--- src/rtl/piso_tx.sv ---
// piso_tx: parallel-in / serial-out transmitter.
//
// Accepts a WIDTH-bit word on a load/ready handshake and shifts it out one
// bit per clock. sout is qualified by sout_valid. done pulses for one cycle
// after the last bit of each word.
//
// Ports:
//   clk         rising-edge clock, sole clock domain
//   rst_        synchronous, active-high reset
//   data        parallel word, captured only on the accepting edge
//   load        load request, honoured only while ready=1
//   ready       transmitter idle and able to accept a load (registered)
//   sout        serial data bit, 0 whenever sout_valid=0 (registered)
//   sout_valid  sout carries a valid bit this cycle (registered)
//   done        one-cycle pulse after the last bit of a word (registered)
module piso_tx #(
  parameter int WIDTH     = 8,
  parameter bit MSB_FIRST = 1'b1
) (
  input  logic             clk,
  input  logic             rst_,
  input  logic [WIDTH-1:0] data,
  input  logic             load,
  output logic             ready,
  output logic             sout,
  output logic             sout_valid,
  output logic             done
);

  localparam int CW = $clog2(WIDTH + 1);

  typedef enum logic {
    IDLE  = 1'b0,
    SHIFT = 1'b1
  } state_t;

  state_t           state_reg, state_next;
  logic [WIDTH-1:0] shift_reg, shift_next;
  logic [CW-1:0]    cnt_reg,   cnt_next;
  logic             sout_reg,  sout_next;
  logic             valid_reg, valid_next;
  logic             done_reg,  done_next;
  logic             ready_reg, ready_next;

  // Reorder the input word so the first bit to transmit always sits at the
  // top; the datapath then only ever shifts left regardless of bit order.
  logic [WIDTH-1:0] tx_order;

  generate
    for (genvar gi = 0; gi < WIDTH; gi++) begin : g_order
      if (MSB_FIRST) begin : g_msb
        assign tx_order[gi] = data[gi];
      end else begin : g_lsb
        assign tx_order[gi] = data[WIDTH-1-gi];
      end
    end
  endgenerate

  always_comb begin
    state_next = state_reg;
    shift_next = shift_reg;
    cnt_next   = cnt_reg;
    sout_next  = sout_reg;
    valid_next = valid_reg;
    done_next  = done_reg;
    ready_next = ready_reg;

    case (state_reg)
      IDLE: begin
        ready_next = 1'b1;
        sout_next  = 1'b0;
        valid_next = 1'b0;
        done_next  = 1'b0;
        if (load) begin
          // First bit leaves immediately; the rest wait in the shifter.
          sout_next  = tx_order[WIDTH-1];
          valid_next = 1'b1;
          ready_next = 1'b0;
          cnt_next   = CW'(1);
          shift_next = {tx_order[WIDTH-2:0], 1'b0};
          state_next = SHIFT;
        end
      end

      SHIFT: begin
        if (cnt_reg < CW'(WIDTH)) begin
          sout_next  = shift_reg[WIDTH-1];
          shift_next = {shift_reg[WIDTH-2:0], 1'b0};
          cnt_next   = cnt_reg + CW'(1);
          valid_next = 1'b1;
        end else begin
          // All WIDTH bits have been presented: close the word.
          sout_next  = 1'b0;
          valid_next = 1'b0;
          done_next  = 1'b1;
          ready_next = 1'b1;
          cnt_next   = '0;
          shift_next = '0;
          state_next = IDLE;
        end
      end

      default: begin
        state_next = IDLE;
      end
    endcase
  end

  always_ff @(posedge clk) begin
    if (rst_) begin
      state_reg <= IDLE;
      shift_reg <= '0;
      cnt_reg   <= '0;
      sout_reg  <= 1'b0;
      valid_reg <= 1'b0;
      done_reg  <= 1'b0;
      ready_reg <= 1'b1;
    end else begin
      state_reg <= state_next;
      shift_reg <= shift_next;
      cnt_reg   <= cnt_next;
      sout_reg  <= sout_next;
      valid_reg <= valid_next;
      done_reg  <= done_next;
      ready_reg <= ready_next;
    end
  end

  assign ready      = ready_reg;
  assign sout       = sout_reg;
  assign sout_valid = valid_reg;
  assign done       = done_reg;

endmodule
--- config.mk ---
export PLATFORM = sky130hd
export DESIGN_NAME = piso_tx
export DESIGN_NICKNAME = d
export VERILOG_FILES = /design/src/rtl/piso_tx.sv
export SDC_FILE = /design/constraint.sdc
export NUM_CORES = 1
export LEC_CHECK = 0
export ABC_AREA = 1
export ABC_CLOCK_PERIOD_IN_PS = 1300
export BUFFER_PORTS_ARGS = -buffer_cell sky130_fd_sc_hd__buf_2
export CAP_MARGIN = 20
export CORE_MARGIN = 4
export CORE_UTILIZATION = 50
export DETAILED_ROUTE_END_ITERATION = 12
export GPL_TIMING_DRIVEN = 0
export PLACE_DENSITY = 0.73
export SKIP_CTS_REPAIR_TIMING = 1
export SYNTH_ARGS = -nofsm -noshare
export SYNTH_HDL_FRONTEND = slang
export SYNTH_SLANG_ARGS = --single-unit
--- constraint.sdc ---
create_clock -name clk -period 1.3 [get_ports clk]
set_input_delay 0.325 -clock clk [delete_from_list [all_inputs] [get_ports clk]]
set_output_delay 0.325 -clock clk [all_outputs]
set_load 0.02 [all_outputs]
==> out/summary.log <==
[sta] fraction of the cycle the final worst path needs 93.1%
[cells_and_area] area of all sequential standard cells 300 um2
[cells_and_area] highest-count cells in the layout ignoring fill and taps nand2_1, nor2_1, dfxtp_1
[synth] average instance area after synthesis 6.95 um2
[placed_design] Cell Count Post-Placement 123
[critical_path] worst setup path startpoint sout_valid
[detailed_routing] # DRC 0
[synth] gate count after technology mapping 95
[critical_path] Worst Path Arrival 890 ps
[critical_path] biggest fanout along the worst timing path 5
[synth] area share of the largest cell type after synthesis 45.5%
[power_and_ir_drop] PnR Total Power 919 uW
[sta] worst slew slack as a fraction of its limit 81.1%
[cells_and_area] combined area of the multi-input logic cells 304 um2
[sta] number of endpoints failing setup at the final stage 0
[detailed_routing] average via count per standard cell 4.91
[critical_path] Slowest Stage Delay on Critical Path 410 ps
[synth] Netlist Area Pre-Place 661 um2
[grt] global-route wire length before repair 2390 um
[placed_design] count of port buffers added during placement 14
[sta] Final Critical Period 1210 ps
[critical_path] cells along the critical path buf_2
[clock_tree] number of clock sinks seen by CTS 15
[detailed_routing] aggregate routed wire length 1370 um
[sta] Tightest Pin Transition 283 ps
[clock_tree] H-tree level count 1
[die] die height 44.4 um
[cells_and_area] number of standard cells in the layout, taps in and fillers out 127
[cells_and_area] flip-flop count of the largest register after layout 7
[critical_path] top cell family by delay on the critical path flip-flops
[cells_and_area] count of antenna diodes in the layout 0
[die] Top-Level Pins 15
[min_path] worst hold path type primary input to flop
[die] x dimension of the die 44.4 um
[sta] Worst Hold Slack 296 ps
[synth] top cells by area, synth dfxtp_1, nand2_1, nor2_1, o21ai_0, inv_1
[clock_tree] clock tree from TritonCTS built
[grt] number of global-route vias before repair 563
[synth] number of distinct library cells after synthesis 14
[power_and_ir_drop] worst vdd rail ir drop 0.786 mV
[synth] register bit count reported by yosys 15
[sta] RSZ-0062 raised after global routing false
[placed_design] post-DP HPWL 1030 um
[cells_and_area] post-layout utilization of the core 66.1%
[die] effective utilization at floorplan 56.4%
[sta] Hold Vio Cnt, Final 0
[detailed_routing] count of vias placed by the detailed router 624
[job] number of violations of the max-capacitance limit 0
[detailed_routing] wire length per cell 10.8 um
[cells_and_area] leading cell type in the layout, fill and taps excluded nand2_1
[min_path] startpoint of the lowest-slack hold path rst_
[sta] fmax 826 MHz
[sta] final sum of negative setup slack 0 ps
[status] outcome finished, final reports clean
[synth] cell type with the highest aggregate area in the netlist dfxtp_1
[power_and_ir_drop] Cell Pwr Density 1190 mW/mm2
[die] DIE AREA 0.00197 mm2
[detailed_routing] DRT iter0 DRCs 23
[detailed_routing] number of nets still failing antenna checks after routing 0
[grt] initial antenna violation count 0
[clock_tree] clock-pin slew reported for the worst setup and hold paths after clock tree synthesis 80 ps
[grt] GRT Util Overall 16.0%
[critical_path] launching element type of the critical path flop
[sta] final count of pins violating max slew 0
[clock_tree] source-to-sink clock delay at the later pin of the worst-skew pair 270 ps
[synth] number of warnings reported in the yosys synthesis log 0
[cells_and_area] Layout Area Growth over Synthesis 17.2%
[placed_design] routability cong. 0.762
[cells_and_area] nets 126
[critical_path] CP required 980 ps
[clock_tree] Clock Tree Buf Depth 2
[power_and_ir_drop] static leakage power 0.000363 uW
[grt] largest net degree at the start of global routing 11
[critical_path] critical path class flop to output port
[clock_tree] TritonCTS Buffers 3
[grt] residual overflow from global routing 0
[detailed_routing] Initial DRT Pass Iterations 4
[sta] worst clock skew 1.01 ps
[critical_path] type of destination of the critical path output port
[cells_and_area] layout cells sized above 1 20.4%
[die] Std-Cell Core Area 0.00117 mm2
[die] number of placement rows 12
[synth] share of synthesized area occupied by flip-flops and latches 45.5%
[clock_tree] root buffer cell clkbuf_4
[synth] net count of the mapped netlist 107
[critical_path] cell with the largest stage delay on the worst path dfxtp_1
[cells_and_area] fill cell instance count of the final layout 113
[critical_path] Worst Path Buf+Inv 1
[critical_path] startpoint of the most critical register-to-register path cnt_reg[3]
## logic make-up after synthesis
| kind of cell | share of synthesized area [%] |
|---|---|
| simple gates | 33.0 |
| fa+ha+maj | 1.89 |
| buf+inv | 8.52 |
| flops | 45.5 |
| compound gates | 11.2 |
## cell usage after synthesis
cell type,n
nor3_1,1
inv_1,8
dfxtp_1,15
ha_1,1
o21ai_0,8
nand2_1,25
nor2_4,1
nor2_1,23
a21oi_2,1
a21oi_1,5
buf_6,2
inv_2,1
nand3_1,3
nand2_2,1
## area by class of cell
class                   instances  share of cell area, %
plain buffers                   2                   2.91
clock buffers                   4                   3.39
inverters                       9                   4.36
multi-input cells              69                   39.3
flip-flops and latches         15                   38.8
well taps                      14                   2.26
repair buffers                 14                   9.05
## where the power goes
group | switching, uW | internal, uW
Sequential | 18.1 | 490
Combinational | 92.5 | 60.6
Clock | 138 | 119
## routing by layer
metal  global-route usage (%)  vias to the layer above  share of wire (%)
met5                        0                        -                  0
met4                     5.42                        0                1.4
met3                     4.47                        4                3.8
met2                     27.3                       12                 48
met1                     19.2                      276                 47
li1                         -                      332                  -
## through the flow
step           setup WS (ps)  cell area (um2)
2_1_floorplan            232              661
3_3_place_gp             222              748
3_5_place_dp             203              748
4_1_cts                 79.0              774
5_1_grt                 50.0              774
6_report                89.4              774
## path summary, 6_finish.rpt
kind	slack [ps]	cells past startpoint	endpoint
max	90	1	sout_valid
min	300	2	sout_valid
max reg2reg	240	5	shift_reg[6]
min reg2reg	460	2	ready
Note: power is estimated with default switching activity, not from simulation.
